==> config.mk <==
export PLATFORM = sky130hd
export DESIGN_NAME = load_store_unit_flat
export DESIGN_NICKNAME = d
export VERILOG_FILES = /design/src/rtl/load_store_unit_if.sv /design/src/rtl/load_store_unit.sv /design/src/flat_wrapper.sv
export SDC_FILE = /design/constraint.sdc
export NUM_CORES = 1
export LEC_CHECK = 0
export CAP_MARGIN = 15
export CORE_MARGIN = 2
export CORE_UTILIZATION = 45
export CTS_CLUSTER_SIZE = 25
export DETAILED_ROUTE_END_ITERATION = 6
export PLACE_DENSITY = 0.74
export SLEW_MARGIN = 5
export SYNTH_ARGS = -nofsm -noshare
export SYNTH_HDL_FRONTEND = slang
export SYNTH_SLANG_ARGS = --single-unit
==> constraint.sdc <==
create_clock -name clk -period 5.2 [get_ports clk]
set_clock_uncertainty 0.15 [all_clocks]
set_input_delay 1.04 -clock clk [delete_from_list [all_inputs] [get_ports clk]]
set_output_delay 1.04 -clock clk [all_outputs]
set_load 0.01 [all_outputs]
==> src/rtl/load_store_unit_if.sv <==
// Core request/response and data-memory bus signals of load_store_unit.
// master is the unit itself; slave is the core/bus side that drives it.
interface load_store_unit_if #(
    parameter int XLEN   = 32,
    parameter int ADDR_W = 32
);
    localparam int NB = XLEN / 8;

    logic              req_valid;
    logic              req_ready;
    logic              op_store;
    logic [1:0]        op_size;
    logic              op_unsigned;
    logic [ADDR_W-1:0] addr;
    logic [XLEN-1:0]   wdata;
    logic              resp_valid;
    logic              resp_err;
    logic [XLEN-1:0]   rdata;
    logic              mem_req;
    logic              mem_gnt;
    logic              mem_we;
    logic [NB-1:0]     mem_be;
    logic [ADDR_W-1:0] mem_addr;
    logic [XLEN-1:0]   mem_wdata;
    logic              mem_rvalid;
    logic [XLEN-1:0]   mem_rdata;

    modport master (
        input  req_valid, op_store, op_size, op_unsigned, addr, wdata,
               mem_gnt, mem_rvalid, mem_rdata,
        output req_ready, resp_valid, resp_err, rdata,
               mem_req, mem_we, mem_be, mem_addr, mem_wdata
    );

    modport slave (
        output req_valid, op_store, op_size, op_unsigned, addr, wdata,
               mem_gnt, mem_rvalid, mem_rdata,
        input  req_ready, resp_valid, resp_err, rdata,
               mem_req, mem_we, mem_be, mem_addr, mem_wdata
    );
endinterface

==> src/rtl/load_store_unit.sv <==
// Single-outstanding load/store unit: lane alignment, byte enables, load
// extension, and two-beat splitting of accesses that cross a bus word.
module load_store_unit #(
    parameter int XLEN        = 32,
    parameter int ADDR_W      = 32,
    parameter bit MISALIGN_EN = 1'b1
) (
    input  logic              clk,
    input  logic              rstN,
    load_store_unit_if.master bus
);
    localparam int NB    = XLEN / 8;
    localparam int OFF_W = $clog2(NB);
    localparam logic [2*NB-1:0] SPAN_ONE = {{(2*NB-1){1'b0}}, 1'b1};

    typedef enum logic [2:0] {IDLE, REQ1, WAIT1, REQ2, WAIT2, RESP} state_t;
    state_t state, state_nxt;

    logic              op_store_q, op_unsigned_q, split_q, resp_err_q;
    logic [1:0]        op_size_q;
    logic [OFF_W-1:0]  off_q;
    logic [NB-1:0]     be2_q, mem_be_q;
    logic [XLEN-1:0]   beat1_q, rdata_q, mem_wdata_q;
    logic [ADDR_W-1:0] mem_addr_q;
    logic              mem_we_q;

    // Request decode, valid while IDLE.
    logic [OFF_W-1:0]  off;
    logic [3:0]        n_bytes;
    logic [2*NB-1:0]   be_span;
    logic [2*XLEN-1:0] wdata_rot;
    logic              split, err;

    always_comb begin
        off       = bus.addr[OFF_W-1:0];
        n_bytes   = 4'd1 << bus.op_size;
        be_span   = ((SPAN_ONE << n_bytes) - SPAN_ONE) << off;
        wdata_rot = {bus.wdata, bus.wdata} << {off, 3'b000};
        split     = (int'(off) + int'(n_bytes)) > NB;
        err       = (XLEN == 32 && bus.op_size == 2'd3) ||
                    (!MISALIGN_EN && (off & OFF_W'(n_bytes - 4'd1)) != '0);
    end

    // Load result: upper beat is zero unless the access was split.
    logic [2*XLEN-1:0] pair, pair_sh;
    logic [XLEN-1:0]   keep, load_val;
    logic              sbit;

    always_comb begin
        pair    = (state == WAIT2) ? {bus.mem_rdata, beat1_q} : {{XLEN{1'b0}}, bus.mem_rdata};
        pair_sh = pair >> {off_q, 3'b000};
        keep    = '0;
        for (int i = 0; i < NB; i++) begin
            if (i < (1 << op_size_q)) keep[8*i +: 8] = 8'hFF;
        end
        unique case (op_size_q)
            2'd0:    sbit = pair_sh[7];
            2'd1:    sbit = pair_sh[15];
            2'd2:    sbit = pair_sh[31];
            default: sbit = pair_sh[XLEN-1];
        endcase
        load_val = (pair_sh[XLEN-1:0] & keep) | ({XLEN{sbit & ~op_unsigned_q}} & ~keep);
    end

    always_ff @(posedge clk or negedge rstN) begin
        if (!rstN) state <= IDLE;
        else       state <= state_nxt;
    end

    // NOTE: next state defaults to the current state so no path leaves it unassigned (no latch).
    always_comb begin
        state_nxt = state;
        unique case (state)
            IDLE:    if (bus.req_valid)  state_nxt = err ? RESP : REQ1;
            REQ1:    if (bus.mem_gnt)    state_nxt = WAIT1;
            WAIT1:   if (bus.mem_rvalid) state_nxt = split_q ? REQ2 : RESP;
            REQ2:    if (bus.mem_gnt)    state_nxt = WAIT2;
            WAIT2:   if (bus.mem_rvalid) state_nxt = RESP;
            RESP:                        state_nxt = IDLE;
            default:                     state_nxt = IDLE;
        endcase
    end

    // NOTE: sequential state uses <= so every register samples pre-edge values.
    always_ff @(posedge clk or negedge rstN) begin
        if (!rstN) begin
            op_store_q    <= 1'b0;
            op_unsigned_q <= 1'b0;
            op_size_q     <= 2'd0;
            off_q         <= '0;
            split_q       <= 1'b0;
            be2_q         <= '0;
            beat1_q       <= '0;
            rdata_q       <= '0;
            resp_err_q    <= 1'b0;
            mem_addr_q    <= '0;
            mem_be_q      <= '0;
            mem_we_q      <= 1'b0;
            mem_wdata_q   <= '0;
        end else begin
            unique case (state)
                IDLE: if (bus.req_valid) begin
                    op_store_q    <= bus.op_store;
                    op_unsigned_q <= bus.op_unsigned;
                    op_size_q     <= bus.op_size;
                    off_q         <= off;
                    split_q       <= split;
                    be2_q         <= be_span[2*NB-1:NB];
                    resp_err_q    <= err;
                    rdata_q       <= '0;
                    if (!err) begin
                        mem_addr_q  <= {bus.addr[ADDR_W-1:OFF_W], {OFF_W{1'b0}}};
                        mem_be_q    <= be_span[NB-1:0];
                        mem_we_q    <= bus.op_store;
                        mem_wdata_q <= wdata_rot[2*XLEN-1:XLEN];
                    end
                end
                WAIT1: if (bus.mem_rvalid) begin
                    beat1_q <= bus.mem_rdata;
                    if (split_q) begin
                        mem_addr_q <= mem_addr_q + ADDR_W'(NB);
                        mem_be_q   <= be2_q;
                    end else begin
                        rdata_q <= op_store_q ? '0 : load_val;
                    end
                end
                WAIT2: if (bus.mem_rvalid) rdata_q <= op_store_q ? '0 : load_val;
                default: ;
            endcase
        end
    end

    assign bus.req_ready  = (state == IDLE);
    assign bus.mem_req    = (state == REQ1) || (state == REQ2);
    assign bus.resp_valid = (state == RESP);
    assign bus.resp_err   = resp_err_q;
    assign bus.rdata      = rdata_q;
    assign bus.mem_addr   = mem_addr_q;
    assign bus.mem_be     = mem_be_q;
    assign bus.mem_we     = mem_we_q;
    assign bus.mem_wdata  = mem_wdata_q;
endmodule

==> src/flat_wrapper.sv <==
// flat-port wrapper written by rule: the top's interface ports become plain ports
module load_store_unit_flat 
#(
    parameter int XLEN        = 32,
    parameter int ADDR_W      = 32,
    parameter bit MISALIGN_EN = 1'b1
)
  (clk, rstN, bus_req_valid, bus_op_store, bus_op_size, bus_op_unsigned, bus_addr, bus_wdata, bus_mem_gnt, bus_mem_rvalid, bus_mem_rdata, bus_req_ready, bus_resp_valid, bus_resp_err, bus_rdata, bus_mem_req, bus_mem_we, bus_mem_be, bus_mem_addr, bus_mem_wdata);
  load_store_unit_if #(.XLEN(XLEN), .ADDR_W(ADDR_W)) bus_i ();
  input  logic clk;
  input  logic rstN;
  input wire logic [$bits(bus_i.req_valid)-1:0] bus_req_valid;
  input wire logic [$bits(bus_i.op_store)-1:0] bus_op_store;
  input wire logic [$bits(bus_i.op_size)-1:0] bus_op_size;
  input wire logic [$bits(bus_i.op_unsigned)-1:0] bus_op_unsigned;
  input wire logic [$bits(bus_i.addr)-1:0] bus_addr;
  input wire logic [$bits(bus_i.wdata)-1:0] bus_wdata;
  input wire logic [$bits(bus_i.mem_gnt)-1:0] bus_mem_gnt;
  input wire logic [$bits(bus_i.mem_rvalid)-1:0] bus_mem_rvalid;
  input wire logic [$bits(bus_i.mem_rdata)-1:0] bus_mem_rdata;
  output wire logic [$bits(bus_i.req_ready)-1:0] bus_req_ready;
  output wire logic [$bits(bus_i.resp_valid)-1:0] bus_resp_valid;
  output wire logic [$bits(bus_i.resp_err)-1:0] bus_resp_err;
  output wire logic [$bits(bus_i.rdata)-1:0] bus_rdata;
  output wire logic [$bits(bus_i.mem_req)-1:0] bus_mem_req;
  output wire logic [$bits(bus_i.mem_we)-1:0] bus_mem_we;
  output wire logic [$bits(bus_i.mem_be)-1:0] bus_mem_be;
  output wire logic [$bits(bus_i.mem_addr)-1:0] bus_mem_addr;
  output wire logic [$bits(bus_i.mem_wdata)-1:0] bus_mem_wdata;
  assign bus_i.req_valid = bus_req_valid;
  assign bus_i.op_store = bus_op_store;
  assign bus_i.op_size = bus_op_size;
  assign bus_i.op_unsigned = bus_op_unsigned;
  assign bus_i.addr = bus_addr;
  assign bus_i.wdata = bus_wdata;
  assign bus_i.mem_gnt = bus_mem_gnt;
  assign bus_i.mem_rvalid = bus_mem_rvalid;
  assign bus_i.mem_rdata = bus_mem_rdata;
  assign bus_req_ready = bus_i.req_ready;
  assign bus_resp_valid = bus_i.resp_valid;
  assign bus_resp_err = bus_i.resp_err;
  assign bus_rdata = bus_i.rdata;
  assign bus_mem_req = bus_i.mem_req;
  assign bus_mem_we = bus_i.mem_we;
  assign bus_mem_be = bus_i.mem_be;
  assign bus_mem_addr = bus_i.mem_addr;
  assign bus_mem_wdata = bus_i.mem_wdata;
  load_store_unit #(.XLEN(XLEN), .ADDR_W(ADDR_W), .MISALIGN_EN(MISALIGN_EN)) u_core (.clk(clk), .rstN(rstN), .bus(bus_i));
endmodule
* Word-level counts from Yosys, hierarchy flattened *
Index checks and enable logic that the tools add are counted.

cells by class
  $add $sub $neg = 3
  $lt $le $gt $ge = 5
  equal/unequal tests = 15
  shift operators = 6
  muxes and demuxes = 30
  bitwise gates (word level) = 7
  reductions and logical operators = 11

operators by type and width
  cell                                                            number
  two-way mux 32 bit                                              9
  one-hot mux 32 bit (3 select lines)                             1
  bitwise AND 32 bit                                              2
  < comparator 3 x 32 -> 1 bit, first input constant              2
  two-way mux 64 bit                                              1
  one-hot mux 32 bit (2 select lines)                             1
  left shift 64 x 5 -> 64 bit                                     1
  right shift 64 x 5 -> 32 bit                                    1
  adder 32 x 3 -> 32 bit, second input constant                   1
  greater-than comparator 32 x 4 -> 1 bit, second input constant  1
  < comparator 1 x 32 -> 1 bit, first input constant              1
  < comparator 2 x 32 -> 1 bit, first input constant              1
  two-way mux 8 bit                                               4
  inverter 32 bit                                                 1
  bitwise OR 32 bit                                               1
  left shift 1 x 2 -> 32 bit, first input constant                1
  two-way mux 3 bit                                               7
  two-way mux 4 bit                                               4
  one-hot mux 3 bit (5 select lines)                              1
  AND reduction 5 bit                                             3
  != test 2 bit, second input constant                            7
  one-hot mux 4 bit (2 select lines)                              1
  left shift 1 x 4 -> 8 bit, first input constant                 1
  left shift 8 x 2 -> 8 bit                                       1
  19 further kinds                                                23

word-level totals
  flip-flop bits (word level) = 148
  input port bits = 105
  output and inout bits = 105

* Longest topological paths before layout *
Gate-level depths: netlist of the first run.

  word-level depth = 11
  gate-level depth with buffers = 9
  gate-level depth less buffers = 8

* Worst setup path after synthesis of the first run *
No wires, ideal clock.

  path kind = input to register
  from = input bus_addr[0]
  to = register u_core.mem_wdata_q[10] (netlist: u_core.bus.mem_wdata[10])
  library setup time = 125 ps
  data arrival time = 2,577 ps
  setup slack = 2,348 ps
  cell stages on the path = 4
  path buffers = 2
  cells stage by stage = buf_2 buf_1 mux4_2 mux2_2

on the way
  word-level cells in the longest chain between the ends = 1

RTL lines
  what                         RTL line                text
  start, declared              flat_wrapper.sv:16      input wire logic [$bits(bus_i.addr)-1:0] bus_addr;
  left shift 64 x 5 -> 64 bit  load_store_unit.sv:38   wdata_rot = {bus.wdata, bus.wdata} << {off, 3'b000};
  end signal, assigned         load_store_unit.sv:115  mem_wdata_q <= wdata_rot[2*XLEN-1:XLEN];
  end, declared                load_store_unit.sv:23   logic [XLEN-1:0] beat1_q, rdata_q, mem_wdata_q;

No other way between the ends.
A chain may end at the register's enable or synchronous reset.

* Final worst setup path of the first run *
  from = input bus_req_valid
  to = register u_core.rdata_q[20] (netlist: u_core.bus.rdata[20])

on the way
  word-level cells in the longest chain between the ends = 2

RTL lines
  what                                  RTL line                text
  start, declared                       flat_wrapper.sv:12      input wire logic [$bits(bus_i.req_valid)-1:0] bus_req_valid;
  != test 2 bit (no source line)        --
  AND reduction 5 bit (no source line)  --
  end signal, assigned                  load_store_unit.sv:124  rdata_q <= op_store_q ? '0 : load_val;
  end signal, assigned                  load_store_unit.sv:127  WAIT2: if (bus.mem_rvalid) rdata_q <= op_store_q ? '0 : load_val;
  end, declared                         load_store_unit.sv:23

No other way between the ends.

==> results.json, run 1 <==
{
  "cts_hold_buf": 0,
  "clock-root-buffer": "clkbuf_16",
  "ctsResizeCount": 0,
  "routed_wl_microns": 24390,
  "start_kind": "input port",
  "diodes": 0,
  "drt_iter0_drc": 561,
  "ys_seq_area_frac": 0.4222,
  "track_usage": 0.2445,
  "nets": 1101,
  "drtPass1Iterations": 5,
  "holdPathEnd": "u_core.bus.rdata[5]$_DFFE_PN0P_",
  "r2r_cells": 6,
  "critPathArrivalTime_ns": 3.76,
  "postCtsSetupBuffers": 0,
  "post-dp-hpwl_microns": 17230,
  "tns_ns": 0,
  "drv_cap": 0,
  "clock-sinks": 146,
  "htree_num_levels": 4,
  "synth_top_area_frac": 0.4222,
  "min_path_type": "flip-flop to flip-flop",
  "slew_viol_final": 0,
  "ant_nets": 0,
  "vias_per_cell": 5.948,
  "cts_tree": "yes",
  "grt_pass1_vias": 7253,
  "grt_pass1_wl_microns": 38800,
  "stdcell_count": 1234,
  "syn_inst": 816,
  "hold_depth": 2,
  "rows": 50,
  "p_leak_nw": 4.590,
  "boundaryPins": 210,
  "ys_types": 56,
  "grt_start_max_net_pins": 97,
  "synth_top_cell_by_area": "dfrtp_1",
  "crit_start": "bus_req_valid",
  "rrSetupSlack_ns": 2.03,
  "die_height_microns": 142.7,
  "period_share": 0.6872,
  "core_area_sq_mm": 0.01877,
  "critPathCaptureType": "flip-flop",
  "antenna_found_initial": 1,
  "dp.cells": 1206,
  "finalHoldViolations": 0,
  "drive_above_1_share": 0.1740,
  "synth_seq_cells": 146,
  "synth_edf_count": 0,
  "period_minus_slack_ns": 3.574,
  "globalplace.congestion": 0.9040,
  "worst-setup-path-type": "input port to flip-flop",
  "synth_area_sq_mm": 0.008653,
  "dieArea_sq_mm": 0.02035,
  "syn_avg_cell_area_sq_um": 10.60,
  "rsz0062_at_grt": "no",
  "insertion_delay_ns": 0.42,
  "synth_area_leaders": "dfrtp_1, mux4_2, mux2_2",
  "avgRoutedWirePerCell_microns": 19.77,
  "setup_viol": 0,
  "place.port_buffers": 207,
  "r2r-end": "u_core.bus.rdata[20]$_DFFE_PN0P_",
  "start_util": 0.4611,
  "reg2reg_from": "u_core.state[0]$_DFFE_PN0P_",
  "drc_errors": 0,
  "grt_overflow_total": 0,
  "min-delay-start": "u_core.bus.rdata[5]$_DFFE_PN0P_",
  "yosys_warnings": 0,
  "cp.required_ns": 5.38,
  "final_cell_mix": "clkdlybuf4s50_1, dfrtp_1, nand2_1",
  "ys.flop_type": "dfrtp_1",
  "slew-limit-headroom": 0.3331,
  "layout_commonest_cell": "clkdlybuf4s50_1",
  "die_w_microns": 142.7,
  "area_growth_pct": 32.16,
  "cts_buffer_depth": 2,
  "cts_buffers": 17,
  "status": "complete, no violations",
  "peakVddDrop_mv": 0.3100,
  "fmax_mhz": 279.8,
  "path_max_fanout": 40,
  "routed-via-count": 7340,
  "tightest_slew_ns": 0.9978,
  "clk_pin_slew_ns": 0.06,
  "async_flop_share": 1.000,
  "power.density_mw_per_mm2": 540.6
}
==> worst max-delay path by stage <==
stage,end,depth (start not counted)
floorplan,u_core.bus.mem_wdata[10]$_DFFE_PN0P_,4
global placement,u_core.bus.rdata[19]$_DFFE_PN0P_,7
CTS,u_core.bus.rdata[18]$_DFFE_PN0P_,7
global route,u_core.bus.rdata[20]$_DFFE_PN0P_,7
finish,u_core.bus.rdata[20]$_DFFE_PN0P_,7
detailed placement,u_core.bus.rdata[18]$_DFFE_PN0P_,7
==> routing by layer <==
layer  part of all wire  vias up  track usage  wire length (microns)
met1               0.44     3620       0.3439                  10710
met4              0.018        0      0.06566                    439
met5                  0        -            0                      0
met2               0.46      285       0.3684                  11130
met3              0.087       34      0.07646                   2111
li1                   -     3401            -                      -
==> cells in the mapped netlist (10+ instances only) <==
| cell | number |
|---|---|
| a21oi_1 | 45 |
| clkbuf_1 | 40 |
| buf_2 | 15 |
| nand3_1 | 23 |
| mux2i_1 | 41 |
| nand2_1 | 111 |
| nor3_1 | 11 |
| mux4_2 | 48 |
| nor2_1 | 47 |
| a211oi_1 | 11 |
| dfrtp_1 | 146 |
| o211ai_1 | 22 |
| a31oi_1 | 10 |
| mux2_2 | 68 |
| o21ai_0 | 46 |
==> stage by stage <==
stage	worst slack, ns	utilization	cell area, sq um	hold WS, ns	power (mW)
6_report	1.626	0.6093	11440	0.3314	6.182
5_1_grt	1.459	0.6093	11440	0.3562	6.564
4_1_cts	1.674	0.6093	11440	0.3324	6.197
3_5_place_dp	1.236	0.5807	10900	0.3205	5.038
3_3_place_gp	1.350	0.5807	10900	0.3141	4.965
2_1_floorplan	2.348	-	8657	0.2947	3.731
==> power by group <==
group	total, mW	leakage, nW	internal (mW)	switching (mW)
clock network	1.14	0.266	0.674	0.462
logic	2.92	2.53	1.53	1.38
registers	2.13	1.79	1.65	0.474
==> final cells by class <==
class	count	area [sq um]
flip-flops and latches	146	3654
clock inverters	4	26.28
clock buffers	24	511.7
repair buffers	223	2196
fillers	1578	7332
multi-input cells	593	4718
well taps	234	292.8
inverters	10	37.54
==> state kept, by name, indices dropped and copies added, names as in the netlist, 3 cells and up <==
| signal | cells |
|---|---|
| u_core.be2_q | 4 |
| u_core.beat1_q | 32 |
| u_core.bus.mem_addr | 30 |
| u_core.bus.mem_be | 4 |
| u_core.bus.mem_wdata | 32 |
| u_core.bus.rdata | 32 |
| u_core.state | 3 |
==> worst max-delay path, cell delays in order <==
cell and delay [ns]:
clkdlybuf4s50_1 0.47, nor4b_2 0.80, a311oi_4 0.02, buf_4 0.31, a311oi_1 0.38, nand4b_2 0.47, o211ai_1 0.26
==> cells by family (layout without fill, tap and decap cells) <==
group                    after synthesis  count (layout)  share of synthesized area
AND/OR/NAND/NOR                      233             233                     0.1220
AO/OA/AOI/OAI                        194             194                     0.1462
multiplexers                         157             157                     0.2608
flip-flops                           146             146                     0.4222
buffers and inverters                 78             261                    0.03817
adder cells (fa/ha/maj)                5               5                   0.008097
XOR/XNOR                               2               2                   0.002025
other                                  1               2                  0.0004334
No activity file was read; power rests on OpenSTA's default activity.
==> run 2, diff against run 1 <==
==> constraint.sdc (replaced) <==
create_clock -name clk -period 3.65 [get_ports clk]
set_clock_uncertainty 0.15 [all_clocks]
set_input_delay 0.73 -clock clk [delete_from_list [all_inputs] [get_ports clk]]
set_output_delay 0.73 -clock clk [all_outputs]
set_load 0.01 [all_outputs]
==> run 2 against run 1 <==
  * Combinational power increased by 45%
  * Highest routed layer unchanged
  * First-iteration DRC count increased by 32%
  * Sequential power increased by 42%
  * Sequential cell count unchanged
  * Cell count increased by 1.1%
  * Non-clock buffer count increased by 9
  * Die area unchanged
  * Final area increased by 1.2%
  * Global-route usage increased by 0.072 points
==> results.json, run 2 (same netlist as run 1, synthesis figures left out) <==
{
  "drv_cap": 0,
  "period_share": 0.8078,
  "rrSetupSlack_ns": 0.82,
  "cts_buffers": 17,
  "cp.required_ns": 3.83,
  "grt_overflow_total": 0,
  "nets": 1110,
  "globalplace.congestion": 0.8692,
  "dieArea_sq_mm": 0.02035,
  "drtPass1Iterations": 7,
  "slew-limit-headroom": 0.4208,
  "avgRoutedWirePerCell_microns": 19.65,
  "min_path_type": "input port to async pin",
  "antenna_found_initial": 0,
  "setup_viol": 0,
  "peakVddDrop_mv": 0.4513,
  "grt_pass1_vias": 7183,
  "cts_tree": "yes",
  "postCtsSetupBuffers": 0,
  "tightest_slew_ns": 0.8622,
  "track_usage": 0.2452,
  "cts_buffer_depth": 2,
  "htree_num_levels": 4,
  "status": "complete, no violations",
  "core_area_sq_mm": 0.01877,
  "drive_above_1_share": 0.1826,
  "period_minus_slack_ns": 2.948,
  "routed_wl_microns": 24510,
  "routed-via-count": 7513,
  "rsz0062_at_grt": "no",
  "layout_commonest_cell": "clkdlybuf4s50_1",
  "diodes": 0,
  "p_total_mw": 8.978,
  "worst-setup-path-type": "input port to flip-flop",
  "area_growth_pct": 33.75,
  "stdcell_count": 1247,
  "start_util": 0.4611,
  "die_w_microns": 142.7,
  "final_cell_mix": "clkdlybuf4s50_1, dfrtp_1, nand2_1",
  "drt_iter0_drc": 740,
  "slew_viol_final": 0,
  "cts_hold_buf": 0,
  "post-route-util": 0.6167,
  "slowest_delay_ns": 0.63,
  "die_height_microns": 142.7,
  "critPathArrivalTime_ns": 3.13,
  "power.density_mw_per_mm2": 775.7,
  "finalHoldViolations": 0,
  "grt_pass1_wl_microns": 39120,
  "clock-root-buffer": "clkbuf_16",
  "crit_chain": "clkdlybuf4s50_1 > nor4bb_1 > a311oi_4 > a311oi_1 > nand4b_2 > o211ai_1",
  "rows": 50,
  "start_kind": "input port",
  "fmax_mhz": 339.2,
  "drc_errors": 0,
  "clk_pin_slew_ns": 0.06,
  "ctsResizeCount": 0,
  "worst_path_max_delay_cell": "clkdlybuf4s50_1",
  "insertion_delay_ns": 0.42,
  "dp.cells": 1215,
  "boundaryPins": 210,
  "ant_nets": 0,
  "p_leak_nw": 4.662,
  "critPathCaptureType": "flip-flop",
  "tns_ns": 0,
  "clock-sinks": 146,
  "path_max_fanout": 15,
  "place.port_buffers": 207,
  "post-dp-hpwl_microns": 17610,
  "vias_per_cell": 6.025,
  "grt_start_max_net_pins": 51
}
run 2: stage by stage:
| step | cell area [sq um] | setup WS [ns] | hold slack [ns] |
|---|---|---|---|
| 6_report | 11570 | 0.7016 | 0.1128 |
| 5_1_grt | 11570 | 0.4734 | 0.1339 |
| 4_1_cts | 11570 | 0.7426 | 0.1242 |
| 3_5_place_dp | 10990 | 0.2993 | 0.3194 |
| 3_3_place_gp | 10990 | 0.4122 | 0.3113 |
| 2_1_floorplan | 8657 | 1.108 | 0.2844 |
run 2: path summary, 6_finish.rpt:
| check | startpoint | to | depth (start not counted) |
|---|---|---|---|
| min in group clk | u_core.be2_q[0]$_DFFE_PN0P_ | u_core.be2_q[0]$_DFFE_PN0P_ | 2 |
| worst max-delay path | bus_mem_rvalid | u_core.bus.rdata[16]$_DFFE_PN0P_ | 6 |
| worst min register to register | u_core.be2_q[0]$_DFFE_PN0P_ | u_core.be2_q[0]$_DFFE_PN0P_ | 2 |
| worst max register to register | u_core.off_q[0]$_DFFE_PN0P_ | u_core.bus.rdata[18]$_DFFE_PN0P_ | 4 |
| max in group asynchronous | rstN | u_core.bus.rdata[29]$_DFFE_PN0P_ | 2 |
| worst min-delay path | rstN | u_core.bus.mem_addr[30]$_DFFE_PN0P_ | 1 |
run 2: final cells by class:
class	instances	area [sq um]
timing repair buffer	232	2288
tap	234	292.8
multi-input combinational	593	4718
fill	1529	7194
clock buffer	23	478.0
sequential	146	3654
inverter	10	37.54
clock inverter	9	105.1
run 2: critical path: cells and delay by family:
| kind | cells | cell delay [ns] |
|---|---|---|
| AOI/OAI and AO/OA | 3 | 0.72 |
| buffers and inverters | 1 | 0.63 |
| and+or+nand+nor | 2 | 1.05 |
run 2: metal layers:
metal  vias to the layer above  share of wire  track usage
li1                       3429              -            -
met5                         -              0            0
met1                      3712           0.43       0.3520
met3                        28          0.093      0.06740
met2                       344           0.46       0.3710
met4                         0          0.015      0.06149
run 2: where the power goes:
part           internal (mW)  total (mW)  switching [mW]
clock network           1.06        1.74           0.679
registers               2.36        3.02           0.664
logic                   2.22        4.22            2.00
total                   5.64        8.98            3.34
